==> config.mk <==
export PLATFORM = sky130hd
export DESIGN_NAME = multicycle_alu_flat
export DESIGN_NICKNAME = d
export VERILOG_FILES = /design/src/rtl/multicycle_alu_if.sv /design/src/rtl/multicycle_alu.sv /design/src/flat_wrapper.sv
export SDC_FILE = /design/constraint.sdc
export NUM_CORES = 1
export LEC_CHECK = 0
export CAP_MARGIN = 10
export CORE_UTILIZATION = 55
export DETAILED_ROUTE_END_ITERATION = 6
export MAX_ROUTING_LAYER = met4
export PLACE_DENSITY = 0.83
export RECOVER_POWER = 100
export SETUP_SLACK_MARGIN = 0.05
export SKIP_LAST_GASP = 1
export SYNTH_ARGS = -nofsm -noshare
export SYNTH_HDL_FRONTEND = slang
export SYNTH_SLANG_ARGS = --single-unit
==> constraint.sdc <==
create_clock -name clk -period 7.45 [get_ports clk]
set_input_delay 1.8625 -clock clk [delete_from_list [all_inputs] [get_ports clk]]
set_output_delay 1.8625 -clock clk [all_outputs]
set_load 0.05 [all_outputs]
==> src/rtl/multicycle_alu_if.sv <==
// multicycle_alu_if: request/result bundle between an ALU client and multicycle_alu.
interface multicycle_alu_if;
    logic        start;
    logic [3:0]  ALUOperation;
    logic [31:0] A;
    logic [31:0] B;
    logic [4:0]  shamt;
    logic [31:0] ALUResult;
    logic        Zero;
    logic        busy;
    logic        done;
    logic        invalid_op;
    modport master (output start, ALUOperation, A, B, shamt,
                    input  ALUResult, Zero, busy, done, invalid_op);
    modport slave  (input  start, ALUOperation, A, B, shamt,
                    output ALUResult, Zero, busy, done, invalid_op);
endinterface

==> src/rtl/multicycle_alu.sv <==
// multicycle_alu: single-cycle logic/arith ops, bit-serial SLL/SRL, registered result and flags.
module multicycle_alu (
    input logic              clk,
    input logic              reset,
    multicycle_alu_if.slave  bus
);
    typedef enum logic [1:0] {IDLE, SHIFT, DONE} state_t;
    state_t      state_q, state_d;
    logic [31:0] res_q, res_d, calc;
    logic [4:0]  cnt_q, cnt_d;
    logic        left_q, left_d, inv_q, inv_d, zero_q;
    logic        accept, is_shift;
    assign accept   = state_q == IDLE && bus.start;
    assign is_shift = bus.ALUOperation[3:1] == 3'b011;
    always_comb begin
        calc = 32'h0;
        case (bus.ALUOperation)
            4'd0: calc = bus.A & bus.B;
            4'd1: calc = bus.A | bus.B;
            4'd2: calc = ~(bus.A | bus.B);
            4'd3: calc = bus.A + bus.B;
            4'd4: calc = bus.A - bus.B;
            4'd5: calc = {bus.B[15:0], 16'h0000};
            4'd6, 4'd7: calc = bus.B;
            default: calc = 32'h0;
        endcase
    end
    always_comb begin
        state_d = state_q;
        res_d   = res_q;
        cnt_d   = cnt_q;
        left_d  = left_q;
        inv_d   = inv_q;
        case (state_q)
            IDLE: if (accept) begin
                res_d   = calc;
                inv_d   = bus.ALUOperation[3];
                left_d  = bus.ALUOperation == 4'd6;
                cnt_d   = is_shift ? bus.shamt : 5'd0;
                state_d = (is_shift && bus.shamt != 5'd0) ? SHIFT : DONE;
            end
            SHIFT: begin
                // one bit per cycle; the final shift lands as the FSM enters DONE
                res_d   = left_q ? res_q << 1 : res_q >> 1;
                cnt_d   = cnt_q - 5'd1;
                state_d = cnt_q == 5'd1 ? DONE : SHIFT;
            end
            DONE: state_d = IDLE;
            default: state_d = IDLE;
        endcase
    end
    always_ff @(posedge clk or posedge reset) begin
        if (reset) begin
            state_q <= IDLE;
            res_q   <= 32'h0;
            zero_q  <= 1'b1;
            cnt_q   <= 5'd0;
            left_q  <= 1'b0;
            inv_q   <= 1'b0;
        end else begin
            state_q <= state_d;
            res_q   <= res_d;
            zero_q  <= res_d == 32'h0;
            cnt_q   <= cnt_d;
            left_q  <= left_d;
            inv_q   <= inv_d;
        end
    end
    assign bus.ALUResult  = res_q;
    assign bus.Zero       = zero_q;
    assign bus.invalid_op = inv_q;
    assign bus.busy       = state_q != IDLE;
    assign bus.done       = state_q == DONE;
endmodule

==> src/flat_wrapper.sv <==
// flat-port wrapper written by rule: the top's interface ports become plain ports
module multicycle_alu_flat 
  (clk, reset, bus_start, bus_ALUOperation, bus_A, bus_B, bus_shamt, bus_ALUResult, bus_Zero, bus_busy, bus_done, bus_invalid_op);
  multicycle_alu_if bus_i ();
  input logic clk;
  input logic reset;
  input wire logic [$bits(bus_i.start)-1:0] bus_start;
  input wire logic [$bits(bus_i.ALUOperation)-1:0] bus_ALUOperation;
  input wire logic [$bits(bus_i.A)-1:0] bus_A;
  input wire logic [$bits(bus_i.B)-1:0] bus_B;
  input wire logic [$bits(bus_i.shamt)-1:0] bus_shamt;
  output wire logic [$bits(bus_i.ALUResult)-1:0] bus_ALUResult;
  output wire logic [$bits(bus_i.Zero)-1:0] bus_Zero;
  output wire logic [$bits(bus_i.busy)-1:0] bus_busy;
  output wire logic [$bits(bus_i.done)-1:0] bus_done;
  output wire logic [$bits(bus_i.invalid_op)-1:0] bus_invalid_op;
  assign bus_i.start = bus_start;
  assign bus_i.ALUOperation = bus_ALUOperation;
  assign bus_i.A = bus_A;
  assign bus_i.B = bus_B;
  assign bus_i.shamt = bus_shamt;
  assign bus_ALUResult = bus_i.ALUResult;
  assign bus_Zero = bus_i.Zero;
  assign bus_busy = bus_i.busy;
  assign bus_done = bus_i.done;
  assign bus_invalid_op = bus_i.invalid_op;
  multicycle_alu u_core (.clk(clk), .reset(reset), .bus(bus_i));
endmodule
==> results.sh <==
export IMPL_status="finished with violations"
export IMPL_violations="design-rule violations, max-capacitance violations, max-slew violations"
export IMPL_die_w_um=108
export IMPL_antenna_found_initial=0
export IMPL_holdCritPathClass="flip-flop to flip-flop"
export IMPL_cts_buffers=5
export IMPL_post_route_min_period_ns=6.95
export IMPL_syn_nets=940
export IMPL_rows=38
export IMPL_dpl_hpwl_um=18700
export IMPL_max_freq_mhz=144
export IMPL_powerDensity_mw_per_mm2=198
export IMPL_clock_path_buffers=2
export IMPL_setup_tns_ns=0
export IMPL_grt_overflow_total=0
export IMPL_yosysWarningCount=0
export IMPL_dieArea_mm2=0.0117
export IMPL_slowest_delay_ns=0.53
export IMPL_wl_met1_um=9500
export IMPL_final_cell_mix="79 x a21oi_1, 72 x clkdlybuf4s50_1, 64 x nand2_1"
export IMPL_routed_wl_um=24100
export IMPL_hold_ws_ns=0.534
export IMPL_cp_max_fo=11
export IMPL_post_cts_buffers=0
export IMPL_synth_area_mm2=0.00622
export IMPL_drive_gt1_share_pct=7.21
export IMPL_start_util_pct=56.9
export IMPL_max_slew_margin_pct=-61.1
export IMPL_leakagePower_nw=3.12
export IMPL_wl_met2_um=10800
export IMPL_layout_commonest_cell="a21oi_1"
export IMPL_cts_hold_buffers=0
export IMPL_cp_num_buf_inv=1
export IMPL_final_max_slew_viol_count=55
export IMPL_fin_nets=1014
export IMPL_cp_top_family="simple AND/OR/NAND/NOR gates"
export IMPL_period_share_pct=93.3
export IMPL_cp_slowest_cell="or4_1"
export IMPL_critical_path_class="primary input to flip-flop"
export IMPL_grt_pass1_wl_um=37100
export IMPL_wl_per_cell_um=23.1
export IMPL_tightest_slew_ns=2.42
export IMPL_drcViolationCount=4
export IMPL_grt_max_degree=46
export IMPL_cts_tree="done"
export IMPL_netlist_instances=827
export IMPL_grt_pass1_vias=6944
export IMPL_syn2layout_area_growth_pct=20.9
export IMPL_core_mm2=0.0109
export IMPL_num_vias=7373
export IMPL_synth_edf_count=0
export IMPL_synth_main_ff_cell="dfrtp_1"
export IMPL_end_kind="flip-flop"
export IMPL_required_ns=7.65
export IMPL_via_per_inst=7.08
export IMPL_wl_met3_um=2770
export IMPL_grt_setup_unrepaired="false"
export IMPL_final_antenna_net_count=0
export IMPL_fin_skew_ns=0.00327
export IMPL_ios=112
export IMPL_yosysTopAreaCell="dfrtp_1"
export IMPL_gp_congestion=0.980
export IMPL_grt_use_total_pct=42.5
export IMPL_portBuffers=111
export IMPL_start_kind="primary input"
export IMPL_die_y_um=108
export IMPL_highest_layer="met4"
export IMPL_drt_pass1_iterations=7
export IMPL_cp_cell_sequence="clkdlybuf4s50_1 -> or3_1 -> or4_1 -> nand4bb_1 -> nor4_2 -> a21oi_1 -> xnor2_1 -> ha_1 -> nand4_1 -> nor3_1 -> a22o_1 -> a31oi_1 -> a311o_1 -> o21ai_0 -> xnor2_1 -> o21ai_0 -> nor2_1 -> nand3_1 -> nor4_2"
export IMPL_max_cap_violations=2
export IMPL_ys_types=73
export IMPL_cp_arrival_ns=7.15
export IMPL_clock_sinks=42
export IMPL_async_reset_ff_share_pct=100
export IMPL_insertion_delay_ns=0.28
export IMPL_diodes=0
export IMPL_synthTopCellsByArea="dfrtp_1 16%, ha_1 7.2%, a21oi_1 6.4%"
export IMPL_hold_viol=0
export IMPL_drt_iter0_markers=1099
export IMPL_clk_pin_slew_ns=0.06
export IMPL_synth_seq_cells=42
export IMPL_seq_area_frac_synth_pct=16.9
export IMPL_synth_top_area_share_pct=16.5
export IMPL_syn_avg_cell_area_um2=7.52
export IMPL_peakVddDrop_uv=169
export IMPL_cts_root_buf="clkbuf_16"
export IMPL_setup_violations=0
export IMPL_htreeDepth=2
-- logic make-up after synthesis --
family,after synthesis,share of synthesized area [%]
xor+xnor,50,7.04
mux,36,6.18
buf+inv,98,7.10
fa+ha+maj,52,10.0
compound gates,277,30.0
simple gates,272,22.8
flops,42,16.9
-- worst paths after layout --
kind                                      endpoint                   from  slack, ns  depth (start not counted)
max                                u_core.bus.Zero               bus_B[4]       0.50                         19
min                          u_core.bus.invalid_op  u_core.bus.invalid_op       0.53                          2
max reg2reg                        u_core.bus.Zero      u_core.state_q[1]       2.50                         13
min reg2reg                  u_core.bus.invalid_op  u_core.bus.invalid_op       0.53                          2
max in group asynchronous  u_core.bus.ALUResult[5]                  reset       3.15                          3
min in group asynchronous  u_core.bus.ALUResult[4]                  reset       2.91                          3
-- tightest hold or removal path, delay by kind of cell (launching register included) --
kind | cells | cell delay [ns]
DFF | 1 | 0.37
buffers and inverters | 1 | 0.06
AOI/OAI and AO/OA | 1 | 0.06
-- Yosys cell counts (10+ instances only) --
master	count
xor2_1	20
buf_2	10
maj3_1	13
mux2i_1	17
ha_1	36
a221oi_1	12
nand2_1	64
a31oi_1	12
nor4_1	16
a21oi_1	80
dfrtp_1	41
mux2_2	19
a222oi_1	14
nor2b_1	12
clkbuf_1	41
nor3_1	31
nand4_1	12
nand2b_1	10
nand3_1	20
inv_1	27
a21o_1	18
nor2_1	58
xnor2_1	30
o21ai_0	50
-- metal layers --
metal / track usage, % / up-vias
li1: - / 3285
met2: 66.5 / 526
met5: - / -
met1: 54.8 / 3461
met4: 18.3 / 0
met3: 5.79 / 101
-- state kept, by name, summed over array words and instances, names as in the netlist --
signal                 flops
u_core.state_q             2
u_core.left_q              1
u_core.cnt_q               5
u_core.bus.invalid_op      1
u_core.bus.Zero            1
u_core.bus.ALUResult      32
-- per-stage QoR --
step                utilization, %  instance area (um^2)  std cells  power [mW]  setup WS (ns)
CTS                           69.0                  7550       1042        1.49          0.460
global placement              67.7                  7400       1034        1.24          0.335
floorplan                        -                  6220        827       0.948          0.758
detailed placement            67.7                  7400       1034        1.27          0.173
global route                  68.8                  7520       1042        1.55         0.0758
finish                        68.8                  7520       1042        1.49          0.496
-- report_power, final --
part,internal (mW),switching (mW)
clock,0.133,0.0876
combinational,0.330,0.571
sequential,0.287,0.0809
total,0.750,0.739
-- area by class of cell --
| class | count | area [um^2] |
|---|---|---|
| Clock buffer | 7 | 143 |
| Clock inverter | 1 | 5.00 |
| Fill cell | 940 | 3420 |
| Inverter | 27 | 101 |
| Multi-Input combinational cell | 687 | 4750 |
| Sequential cell | 42 | 1050 |
| Tap cell | 140 | 175 |
| Timing Repair Buffer | 138 | 1290 |
-- repair_timing --
item | CTS | global route
resized for setup | 0 | 2
setup endpoints to repair | 0 | 2
hold endpoints to repair | 0 | 0
No activity file was read; power rests on OpenSTA's default activity.
